File: config.mk
export PLATFORM = sky130hd
export DESIGN_NAME = murax_board_io
export DESIGN_NICKNAME = d
export VERILOG_FILES = /design/src/rtl/murax_board_io.sv
export SDC_FILE = /design/constraint.sdc
export NUM_CORES = 1
export LEC_CHECK = 0
export BUFFER_PORTS_ARGS = -buffer_cell sky130_fd_sc_hd__buf_2
export CAP_MARGIN = 20
export CORE_ASPECT_RATIO = 0.7
export CORE_MARGIN = 1
export CORE_UTILIZATION = 36
export CTS_BUF_LIST = sky130_fd_sc_hd__clkbuf_16
export CTS_CLUSTER_DIAMETER = 120
export DETAILED_ROUTE_END_ITERATION = 6
export GPL_TIMING_DRIVEN = 0
export RECOVER_POWER = 50
export SLEW_MARGIN = 20
export SYNTH_ARGS = -nofsm -noshare
export SYNTH_HDL_FRONTEND = slang
export SYNTH_SLANG_ARGS = --single-unit
File: constraint.sdc
create_clock -name io_mainClk -period 1.9 [get_ports io_mainClk]
set_clock_uncertainty 0.15 [all_clocks]
set_input_delay 0.38 -clock io_mainClk [delete_from_list [all_inputs] [get_ports io_mainClk]]
set_output_delay 0.38 -clock io_mainClk [all_outputs]
set_load 0.02 [all_outputs]
File: src/rtl/murax_board_io.sv
// murax_board_io: debounced switches onto the GPIO read bus, GPIO write bus onto LEDs
// in static, blink or PWM-dim mode.
module murax_board_io #(
  parameter int NUM_SW = 16,
  parameter int NUM_LED = 16,
  parameter int DEBOUNCE_CYCLES = 4,
  parameter int BLINK_DIV = 8,
  parameter int PWM_BITS = 4
) (
  input  logic                io_mainClk,
  input  logic                io_reset,
  input  logic [NUM_SW-1:0]   sw,
  output logic [31:0]         io_gpioA_read,
  output logic                io_sw_changed,
  input  logic [31:0]         io_gpioA_write,
  input  logic [31:0]         io_gpioA_writeEnable,
  input  logic [1:0]          io_led_mode,
  input  logic [PWM_BITS-1:0] io_led_duty,
  output logic [NUM_LED-1:0]  io_led
);
  localparam int CW = $clog2(DEBOUNCE_CYCLES + 1);
  localparam int BW = BLINK_DIV > 1 ? $clog2(BLINK_DIV) : 1;
  logic [NUM_SW-1:0] sync1, sync2, stable, upd;
  logic [CW-1:0] cnt [NUM_SW];
  logic [BW-1:0] blink_cnt;
  logic phase, blink_wrap, pwm_on;
  logic [PWM_BITS-1:0] pwm_cnt;
  logic [NUM_LED-1:0] base, led_next;
  logic unused_bits;
  always_ff @(posedge io_mainClk) begin
    if (io_reset) begin
      sync1 <= '0;
      sync2 <= '0;
      stable <= '0;
      io_sw_changed <= 1'b0;
    end else begin
      sync1 <= sw;
      sync2 <= sync1;
      stable <= stable ^ upd;
      io_sw_changed <= |upd;
    end
  end
  // upd fires on the DEBOUNCE_CYCLES-th consecutive sample that disagrees with stable
  for (genvar i = 0; i < NUM_SW; i++) begin : g_db
    assign upd[i] = (sync2[i] != stable[i]) && (cnt[i] == CW'(DEBOUNCE_CYCLES - 1));
    always_ff @(posedge io_mainClk) begin
      if (io_reset || sync2[i] == stable[i] || upd[i]) cnt[i] <= '0;
      else cnt[i] <= cnt[i] + 1'b1;
    end
  end
  assign io_gpioA_read = 32'(stable);
  assign base = io_gpioA_write[NUM_LED-1:0] & io_gpioA_writeEnable[NUM_LED-1:0];
  assign unused_bits = ^{io_gpioA_write, io_gpioA_writeEnable};
  assign blink_wrap = blink_cnt == BW'(BLINK_DIV - 1);
  assign pwm_on = pwm_cnt < io_led_duty;
  always_comb led_next = io_led_mode == 2'b01 ? base & {NUM_LED{phase}} :
                         io_led_mode == 2'b10 ? base & {NUM_LED{pwm_on}} : base;
  always_ff @(posedge io_mainClk) begin
    if (io_reset) begin
      blink_cnt <= '0;
      phase <= 1'b0;
      pwm_cnt <= '0;
      io_led <= '0;
    end else begin
      blink_cnt <= blink_wrap ? '0 : blink_cnt + 1'b1;
      phase <= phase ^ blink_wrap;
      pwm_cnt <= pwm_cnt + 1'b1;
      io_led <= led_next;
    end
  end
endmodule
# Word level (Yosys, flattened, before mapping)

Memory sizes are Yosys's and may differ from the RTL's.
Cells that the tools add are included.

Bits of input ports: 88
Word-level logic and storage cells: 216
Memories: 1
Register bits after elaboration: 73
Memory bits (writable): 48

Memories:

| memory | depth | bits a word | read ports | clocked after memory_dff | wr ports | RTL line | text |
|---|---|---|---|---|---|---|---|
| cnt    | 16    | 3           | 16         | 0                        | 16       | 24       | `logic [CW-1:0] cnt [NUM_SW];` |

Multiplexer cells: 66
$lt $le $gt $ge: 1
Eq/ne operators: 51
Add/subtract/negate cells: 18
Bitwise operators: 21
Reductions and logical operators: 50

Operator list:

| cell                  | number |
|---|---|
| $add A3 B1 Y3 const B | 17 |
| $and A16 B16 Y16      | 3 |
| $eq A3 B2 Y1 const B  | 16 |
| $mux W1               | 48 |
| $mux W3               | 16 |
| $logic_or A1 B1 Y1    | 32 |
| $mux W16              | 2 |
| $eq A1 B1 Y1          | 16 |
| $logic_and A1 B1 Y1   | 16 |
| $ne A1 B1 Y1          | 16 |
| $or A1 B1 Y1          | 16 |
| $reduce_or A16 Y1     | 1 |
| $xor A16 B16 Y16      | 1 |
| $add A4 B1 Y4 const B | 1 |
| $lt A4 B4 Y1          | 1 |
| $eq A3 B3 Y1 const B  | 1 |
| $eq A2 B1 Y1 const B  | 1 |
| $eq A2 B2 Y1 const B  | 1 |
| $reduce_or A2 Y1      | 1 |
| $xor A1 B1 Y1         | 1 |

# Longest topological paths before layout

Gate-level depths: netlist (run 1).
An unclocked memory read counts as a cell.

Depth in word-level cells: 7
Gate-level depth with buffers: 6
Mapped depth without buffers: 6

# Least setup slack after synthesis (run 1)

No wires, ideal clock.

Path kind: in2reg
From: input io_led_duty[3]
To: register io_led[10]
Data required time: 1.628 ns
Path slack: 0.428 ns
Data arrival time: 1.201 ns
Path buffers: 1
Setup time: 0.122 ns
Stages: 6
Cell sequence: inv_1 > ha_1 > nand2_1 > o21ai_2 > buf_6 > a21oi_1

Longest elaborated chain between the ends: 4

Ends and longest elaborated chain:

| what                 | RTL line | text |
|---|---|---|
| start, declared      | 18       | `input logic [PWM_BITS-1:0] io_led_duty,` |
| $lt A4 B4 Y1         | 55       | `assign pwm_on = pwm_cnt < io_led_duty;` |
| $and A16 B16 Y16     | 57       | `io_led_mode == 2'b10 ? base & {NUM_LED{pwm_on}} : base;` |
| $mux W16             | 57       |  |
| $mux W16             | 56       | `always_comb led_next = io_led_mode == 2'b01 ? base & {NUM_LED{phase}} :` |
| end signal, assigned | 68       | `io_led <= led_next;` |
| end, declared        | 19       | `output logic [NUM_LED-1:0] io_led` |

No other way between the ends.
A chain may end at the register's enable or synchronous reset.

==> results.txt, run 1 <==
drt initial violations = 60
Via density = 4.223
share of the synthesized area in the top cell type = 53.84%
I/O pin cnt = 137
status = completed
Clk pin slew, worst setup/hold paths = 0.05 ns
CTS Buf Count = 17
Sink Count = 121
final hold viol count = 0
syn avg cell area = 10.09 µm²
count of final max-slew check failures = 0
top cells by area, synth = dfxtp_1 54%, ha_1 11%, nor2_1 5.4%
largest net degree at the start of global routing = 17
final WL = 8.873 mm
Max Cap Viol = 0
first-pass GRT wire length = 14.21 mm
Starting Density = 37.71%
synth-to-layout area growth = 27.28%
remaining antenna violation count = 0
Worst EP arrival = 1.79 ns
Core Rows = 33
mapped cell area = 4499 µm²
final std cells w/o fill = 737
via count = 3112
sequential area share after synthesis = 53.84%
cell taking the most area after synthesis = dfxtp_1
share of layout cells above drive strength 1 = 21.21%
endpoints failing setup = 0
DRC violations left = 0
postcts setup bufs = 0
Final period util = 88.48%
Netlist cell types = 29
I/O Buffers = 87
Die Span Y = 95.54 µm
DRT Pass-1 Iters = 4
Hold Path Class = in -> reg
Root Driver = clkbuf_16
full die area = 12960 µm²
grt ovf = 0
Worst EP required = 2.01 ns
n_diodes = 0
Skew-Pair Late Insertion Delay = 0.41 ns
Synth Register Bits = 121
Static Leak = 2.490 nW
Worst Tran Pin Value = 0.7079 ns
CTS Buffer Depth = 2
core footprint = 11930 µm²
Final GP Congestion = 0.6852
critical setup path kind = reg -> reg
minimum clock period = 1.681 ns
initial antenna violation count = 0
Die Wd = 135.6 µm
drt wl/cell = 12.04 µm
maximum vdd drop = 731.7 µV
power consumption = 0.006041 W
YS warnings = 0
Pwr per Cell Area = 1055 nW/µm²
Detail Placement HPWL = 6.450 mm
RSZ-0062 raised after global routing = false
CP max FO = 3
H-tree depth = 4
All-Layer GR Usage = 15.13%
Post-Syn Instances = 446
CTS tree = built
Fmax = 594.8 MHz
Startpoint Class = flop
setup TNS = 0 ns
Nets = 693
Worst slew margin = 52.80%
placed cell count = 705
vias in the first global route = 3044
CP Capture Type = flop
[critical path: stages (launching register included)]
cell     delay (ns)
dfxtp_1        0.32
ha_1           0.20
ha_1           0.23
inv_1          0.07
o22ai_1        0.10
nor4_2         0.35
a21oi_1        0.12
[per-stage QoR]
step / util [%] / hold slack (ns) / setup WS, ns / area (µm²)
2_1_floorplan: - / 0.2491 / 0.4275 / 4556
3_3_place_gp: 43.47 / 0.2563 / 0.1635 / 5187
3_5_place_dp: 43.47 / 0.2645 / 0.1065 / 5187
4_1_cts: 48.25 / 0.008303 / 0.1014 / 5758
5_1_grt: 47.99 / 0.006793 / 0.08009 / 5727
6_report: 47.99 / 0.02505 / 0.2188 / 5727
[what timing repair did]
item	CTS	global route
resized for setup	0	1
hold buffers	0	0
endpoints found under the setup margin	0	1
[area by class of cell]
class | count | area (µm²)
fillers | 1127 | 6206
flip-flops and latches | 121 | 2422
multi-input cells | 261 | 1748
clock buffers | 17 | 425.4
repair buffers | 87 | 415.4
well taps | 157 | 196.4
inverters | 51 | 191.4
plain buffers | 28 | 182.7
clock inverters | 15 | 145.1
[kinds of logic after synthesis]
kind of cell / after synthesis / share of synthesized area, %
AO/OA/AOI/OAI: 28 / 3.421
other: 1 / 0.08335
XOR/XNOR: 19 / 3.699
multiplexers: 16 / 3.559
AND/OR/NAND/NOR: 144 / 16.21
flip-flops: 121 / 53.84
buffers and inverters: 79 / 8.620
adder cells (fa/ha/maj): 38 / 10.57
[report_power, final]
group          internal [W]  leakage [nW]  switching (W)
clock               0.00201         0.300        0.00108
combinational      0.000138          1.20       0.000173
sequential          0.00261         0.986      0.0000298
[routing by layer]
| metal | wire (µm) | share of wire (%) | up-vias | GRT usage (%) |
|---|---|---|---|---|
| li1 | - | - | 1641 | - |
| met1 | 4155 | 47 | 1398 | 17.32 |
| met2 | 4098 | 46 | 65 | 24.62 |
| met3 | 522 | 5.9 | 8 | 6.805 |
| met5 | 0 | 0 | - | 0 |
| met4 | 97 | 1.1 | 0 | 6.180 |
[Yosys cell counts]
cell	instances
nor2_4	1
nor2_1	65
xor2_1	1
o22ai_1	8
xnor2_1	18
dfxtp_1	121
mux2i_1	16
nand3_1	17
nor3_1	1
buf_1	1
buf_4	16
or3_1	15
conb_1	1
buf_2	4
or3_4	1
nor2_2	3
nand2_1	1
nor2b_1	32
nor4_1	2
ha_1	38
and2b_1	2
a21oi_1	19
inv_1	51
nor3b_1	3
buf_8	1
o21ai_2	1
clkbuf_1	4
nand2b_1	1
buf_6	2
[final timing paths]
check,startpoint,endpoint,slack [ns],cells past startpoint
max reg2reg,cnt[1][0],io_sw_changed,0.22,6
min,sw[4],sync1[4],0.03,2
min reg2reg,cnt[1][21],cnt[1][21],0.27,1
max,cnt[1][0],io_sw_changed,0.22,6
[layout by cell type (no fill, tap or decap), types with 5 or more instances in the layout]
master | netlist | final
xnor2_1 | 18 | 18
nand3_1 | 17 | 17
clkbuf_1 | 4 | 23
nor2b_1 | 32 | 32
clkbuf_16 | 0 | 17
buf_2 | 4 | 73
buf_4 | 16 | 16
mux2i_1 | 16 | 16
a21oi_1 | 19 | 19
ha_1 | 38 | 38
inv_1 | 51 | 56
clkinv_2 | 0 | 5
conb_1 | 1 | 16
o22ai_1 | 8 | 8
dfxtp_1 | 121 | 121
nor2_1 | 65 | 65
or3_1 | 15 | 15
Power figures use the tool's default switching activity.
==> inputs of run 2 (changes only) <==
--- a/config.mk
+++ b/config.mk
@@ -16,4 +16,5 @@
 export GPL_TIMING_DRIVEN = 0
 export RECOVER_POWER = 50
+export SETUP_SLACK_MARGIN = 0.3
 export SLEW_MARGIN = 20
 export SYNTH_ARGS = -nofsm -noshare
==> constraint.sdc (replaced) <==
create_clock -name io_mainClk -period 1.8 [get_ports io_mainClk]
set_clock_uncertainty 0.15 [all_clocks]
set_input_delay 0.36 -clock io_mainClk [delete_from_list [all_inputs] [get_ports io_mainClk]]
set_output_delay 0.36 -clock io_mainClk [all_outputs]
set_load 0.01 [all_outputs]
==> results.txt, run 2 (synthesis results as in run 1) <==
status = completed
n_diodes = 0 (unchanged)
final std cells w/o fill = 753 (+2.2%)
minimum clock period = 1.619 ns (-0.06198 ns)
I/O Buffers = 87 (unchanged)
Skew-Pair Late Insertion Delay = 0.41 ns (about the same)
CP Capture Type = flop
drt wl/cell = 12.66 µm (+5.2%)
count of final max-slew check failures = 0 (unchanged)
Multi-input gate area = 2210 µm² (+26%)
vias in the first global route = 3124 (+2.6%)
critical setup path kind = reg -> reg
Final period util = 89.96% (+1.5 points)
initial antenna violation count = 0 (unchanged)
Worst Tran Pin Value = 0.7164 ns (+0.008434 ns)
All-Layer GR Usage = 15.52% (+0.39 points)
Layout fillers = 1059 (-6.0%)
Worst Setup SP = cnt[1][6]
CTS tree = built
final WL = 9.534 mm (+7.4%)
Worst EP required = 1.91 ns (-0.10 ns)
R2R cell count = 6 (unchanged)
Logic pwr share = 5.3% (+0.2 points)
CP max FO = 3 (unchanged)
Core Rows = 33 (unchanged)
placed cell count = 705 (unchanged)
Final Worst Setup Slack = 0.1808 ns (-0.03802 ns)
crit-path max cell delay = 0.33 ns (-0.02 ns)
synth-to-layout area growth = 41.43%
DRT Pass-1 Iters = 4 (unchanged)
Worst R2R Start = cnt[1][6]
maximum vdd drop = 740.4 µV (+1.2%)
first-pass GRT wire length = 14.56 mm (+2.5%)
leading cell type in the layout, fill and taps excluded = dfxtp_1
Clk pin slew, worst setup/hold paths = 0.05 ns (about the same)
most frequent cells in the layout = 101 x dfxtp_1, 73 x buf_2, 55 x nor2_1
via count = 3235 (+4.0%)
Nets = 709 (+2.3%)
hold endpoint = sync1[7]
Pwr per Cell Area = 1004 nW/µm² (-4.8%)
Worst EP arrival = 1.73 ns (-0.06 ns)
crit-path cells = ha_1, ha_1, inv_1, o22ai_2, nor4_2, a21oi_2
Fmax = 617.6 MHz (+3.8%)
worst hold path startpoint = sw[7]
reg2reg end = io_sw_changed
Max Cap Viol = 0 (unchanged)
CP max stage cell = nor4_2
full die area = 12960 µm² (unchanged)
power consumption = 0.006390 W (+5.8%)
RSZ-0062 raised after global routing = true
drt initial violations = 74 (+23%)
Worst slew margin = 52.24% (-0.56 points)
Sink Count = 121 (unchanged)
Root Driver = clkbuf_16
post-place setup slack = 0.006475 ns (-0.1000 ns)
remaining antenna violation count = 0 (unchanged)
setup TNS = 0 ns (unchanged)
Detail Placement HPWL = 6.450 mm (unchanged)
most frequent CP cell = ha_1
H-tree depth = 4 (unchanged)
Clock Power Share = 51.1% (about the same)
Starting Density = 37.71% (unchanged)
Die Span Y = 95.54 µm (unchanged)
Seq. cell area = 2455 µm² (+1.3%)
Via density = 4.296 (+1.7%)
final hold viol count = 0 (unchanged)
Static Leak = 2.592 nW (+4.1%)
share of layout cells above drive strength 1 = 36.91% (+16 points)
CTS Buffer Depth = 2 (unchanged)
largest net degree at the start of global routing = 17 (unchanged)
DRC violations left = 0 (unchanged)
internal power = 0.005045 W (+6.0%)
Die Wd = 135.6 µm (unchanged)
Min Hold Slack = 0.01604 ns (-0.009013 ns)
CTS Buf Count = 17 (unchanged)
Hold Path Class = in -> reg
hold path depth = 2 (unchanged)
worst reg2reg setup slack = 0.18 ns (-0.04 ns)
sequential fraction of design power = 43.6% (about the same)
grt ovf = 0 (unchanged)
endpoints failing setup = 0 (unchanged)
Final GP Congestion = 0.6852 (unchanged)
switching part of the total = 21.05% (-0.15 points)
Startpoint Class = flop
I/O pin cnt = 137 (unchanged)
sw power = 0.001345 W (+5.0%)
core footprint = 11930 µm² (unchanged)
-- run 2: power by group through the flow --
stage	logic [W]	registers, W	clock network (W)
finish	0.000340	0.00279	0.00326
global route	0.000383	0.00279	0.00347
floorplan	0.000188	0.00284	0
global placement	0.000306	0.00284	0
detailed placement	0.000314	0.00284	0
CTS	0.000333	0.00279	0.00333
-- run 2: worst max-delay path by stage --
stage | to | slack [ns] | cells after the start
after global placement | io_sw_changed | 0.06 | 6
after floorplan | io_led[10] | 0.35 | 6
after global routing | io_sw_changed | 0.11 | 6
after CTS | io_sw_changed | 0.24 | 6
final | io_sw_changed | 0.18 | 6
after detailed placement | io_sw_changed | 0.006 | 6
-- run 2: stage by stage --
| step | util (%) | area, µm² |
|---|---|---|
| 3_3_place_gp | 43.47 | 5187 |
| 3_5_place_dp | 43.47 | 5187 |
| 6_report | 53.33 | 6364 |
| 2_1_floorplan | - | 4556 |
| 5_1_grt | 53.33 | 6364 |
| 4_1_cts | 50.75 | 6056 |
-- run 2: per-layer routing --
| layer | vias up | routed length, µm | track usage [%] |
|---|---|---|---|
| met3 | 10 | 543 | 6.699 |
| li1 | 1671 | - | - |
| met2 | 70 | 4623 | 26.06 |
| met4 | 0 | 110 | 6.180 |
| met5 | - | 0 | 0 |
| met1 | 1484 | 4256 | 17.37 |
-- run 2: final cells by class --
class                      instances  area share [%]
clock inverter                    15           2.281
multi-input combinational        261           34.72
sequential                       121           38.58
timing repair buffer             103           8.691
inverter                          51           3.087
buffer                            28           2.871
tap                              157           3.087
clock buffer                      17           6.685
-- run 2: timing repair --
item                                   4_1_cts  5_1_grt
setup buffers                                8        4
resized for setup                           51       76
endpoints found under the hold margin        4        0
pin swaps                                   17       26
hold buffers                                 4        0
setup endpoints to repair                   14       47
-- run 2: critical path: cells and delay by family (launching register included) --
family                     cells  cell delay (ns)
adders and majority gates      2             0.43
and+or+nand+nor                1             0.33
DFF                            1             0.31
AOI/OAI and AO/OA              2             0.19
buffers and inverters          1             0.07
==> inputs of run 3 (changes only) <==
RECOVER_POWER = default   (was 50)
SLEW_MARGIN = default   (was 20)
clock period = 1.5 ns   (was 1.8 ns; I/O delays follow)
==> results.txt, run 3 (synthesis results as in run 1) <==
status = completed
final instance area = 7392 µm² (+16%)
Static Leak = 2.897 nW (+12%)
leading cell type in the layout, fill and taps excluded = buf_2
worst reg2reg setup slack = 0.04 ns (-0.14 ns)
hold endpoint = io_led[8]
Via density = 4.321 (+0.58%)
Detail Placement HPWL = 6.528 mm (+1.2%)
Starting Density = 37.71% (unchanged)
critical setup path kind = reg -> reg
R2R cell count = 6 (unchanged)
CTS Buf Count = 17 (unchanged)
DRT Pass-1 Iters = 4 (unchanged)
Die Wd = 135.6 µm (unchanged)
via count = 3474 (+7.4%)
Final period util = 97.44% (+7.5 points)
synth-to-layout area growth = 64.29%
worst hold path startpoint = io_gpioA_write[8]
reg2reg end = io_sw_changed
drt wl/cell = 13.14 µm (+3.8%)
Nets = 760 (+7.2%)
share of layout cells above drive strength 1 = 52.40% (+15 points)
sw power = 0.001687 W (+25%)
Worst slew margin = 59.11% (+6.9 points)
Die Span Y = 95.54 µm (unchanged)
Worst EP required = 1.61 ns (-0.30 ns)
Startpoint Class = flop
minimum clock period = 1.462 ns (-0.1575 ns)
H-tree depth = 4 (unchanged)
Root Driver = clkbuf_16
final hold viol count = 0 (unchanged)
core footprint = 11930 µm² (unchanged)
Min Hold Slack = 0.01122 ns (-0.004820 ns)
Core Rows = 33 (unchanged)
initial antenna violation count = 0 (unchanged)
Max Cap Viol = 0 (unchanged)
vias in the first global route = 3516 (+13%)
internal power = 0.005831 W (+16%)
CTS tree = built
switching part of the total = 22.44% (+1.4 points)
hold path depth = 3 (+1)
Worst Tran Pin Value = 0.6133 ns (-0.1031 ns)
I/O pin cnt = 137 (unchanged)
RSZ-0062 raised after global routing = true
Final GP Congestion = 0.7036 (+2.7%)
endpoints failing setup = 0 (unchanged)
most frequent cells in the layout = 66 x buf_2, 64 x dfxtp_1, 50 x dfxtp_2
sequential fraction of design power = 44.5% (+0.9 points)
Logic pwr share = 7.9% (+2.6 points)
Area after DPL = 5689 µm² (+9.7%)
count of final max-slew check failures = 0 (unchanged)
Pwr per Cell Area = 1017 nW/µm² (+1.3%)
All-Layer GR Usage = 17.31% (+1.8 points)
CTS Buffer Depth = 2 (unchanged)
drt initial violations = 92 (+24%)
grt ovf = 0 (unchanged)
Skew-Pair Late Insertion Delay = 0.41 ns (about the same)
largest net degree at the start of global routing = 17 (unchanged)
Fmax = 684.2 MHz (+11%)
first-pass GRT wire length = 16.66 mm (+14%)
DRC violations left = 0 (unchanged)
Clock Power Share = 47.7% (-3.4 points)
remaining antenna violation count = 0 (unchanged)
Worst EP arrival = 1.58 ns (-0.15 ns)
Sink Count = 121 (unchanged)
CP Capture Type = flop
Worst R2R Start = cnt[1][15]
final WL = 10.57 mm (+11%)
maximum vdd drop = 777.7 µV (+5.0%)
Worst Setup SP = cnt[1][15]
CP max FO = 2 (-1)
n_diodes = 0 (unchanged)
Hold Path Class = in -> reg
I/O Buffers = 87 (unchanged)
Clk pin slew, worst setup/hold paths = 0.05 ns (about the same)
full die area = 12960 µm² (unchanged)
## run 3: layout make-up
type / count / area (µm²)
Tap cell: 157 / 196.4
Inverter: 51 / 193.9
Buffer: 28 / 198.9
Fill cell: 922 / 4541
Multi-Input combinational cell: 261 / 2529
Sequential cell: 121 / 2511
Clock buffer: 17 / 425.4
Timing Repair Buffer: 154 / 1244
Clock inverter: 15 / 93.84
## run 3: worst max path at each step
stage                          to  slack, ns  depth (start not counted)
finish              io_sw_changed       0.04                          6
global route        io_sw_changed      -0.06                          6
CTS                 io_sw_changed       0.02                          6
detailed placement  io_sw_changed      -0.07                          6
global placement    io_sw_changed      -0.06                          6
floorplan           io_sw_changed       0.16                          6
## run 3: what timing repair did
action / 4_1_cts / 5_1_grt
setup endpoints to repair: 101 / 111
setup buffers: 14 / 8
hold buffers: 44 / 0
endpoints found under the hold margin: 32 / 0
resized for setup: 85 / 69
pin swaps: 50 / 17
cloned: 1 / 0
## run 3: worst max-delay path, cell delays in order (launching register included)
cell and delay [ns]:
dfxtp_2 0.33, ha_4 0.16, ha_4 0.16, inv_2 0.05, o22ai_2 0.07, nor4_2 0.30, a21oi_1 0.11
## run 3: power groups by stage
| stage | clock [W] | combinational (W) | sequential (W) |
|---|---|---|---|
| floorplan | 0 | 0.000263 | 0.00341 |
| global placement | 0 | 0.000405 | 0.00341 |
| detailed placement | 0 | 0.000415 | 0.00341 |
| CTS | 0.00364 | 0.000557 | 0.00335 |
| global route | 0.00385 | 0.000650 | 0.00335 |
| finish | 0.00358 | 0.000590 | 0.00334 |
## run 3: through the flow
| step | total power (W) | worst slack, ns | utilization, % | instances | TNS, ns |
|---|---|---|---|---|---|
| final | 0.007518 | 0.03834 | 61.95 | 804 | 0 |
| after global routing | 0.007848 | -0.05533 | 61.95 | 804 | -0.05533 |
| after CTS | 0.007549 | 0.02384 | 59.49 | 796 | 0 |
| after detailed placement | 0.003829 | -0.06572 | 47.68 | 705 | -0.1602 |
| after global placement | 0.003817 | -0.05759 | 47.68 | 705 | -0.07823 |
| after floorplan | 0.003678 | 0.1645 | - | 461 | 0 |
## run 3: routing by layer
layer | track usage, % | share of wire, % | vias to the layer above
met4 | 7.022 | 1.9 | 0
met2 | 28.57 | 49 | 81
met3 | 5.742 | 4.5 | 18
met5 | 0 | 0 | -
met1 | 20.77 | 44 | 1603
li1 | - | - | 1772
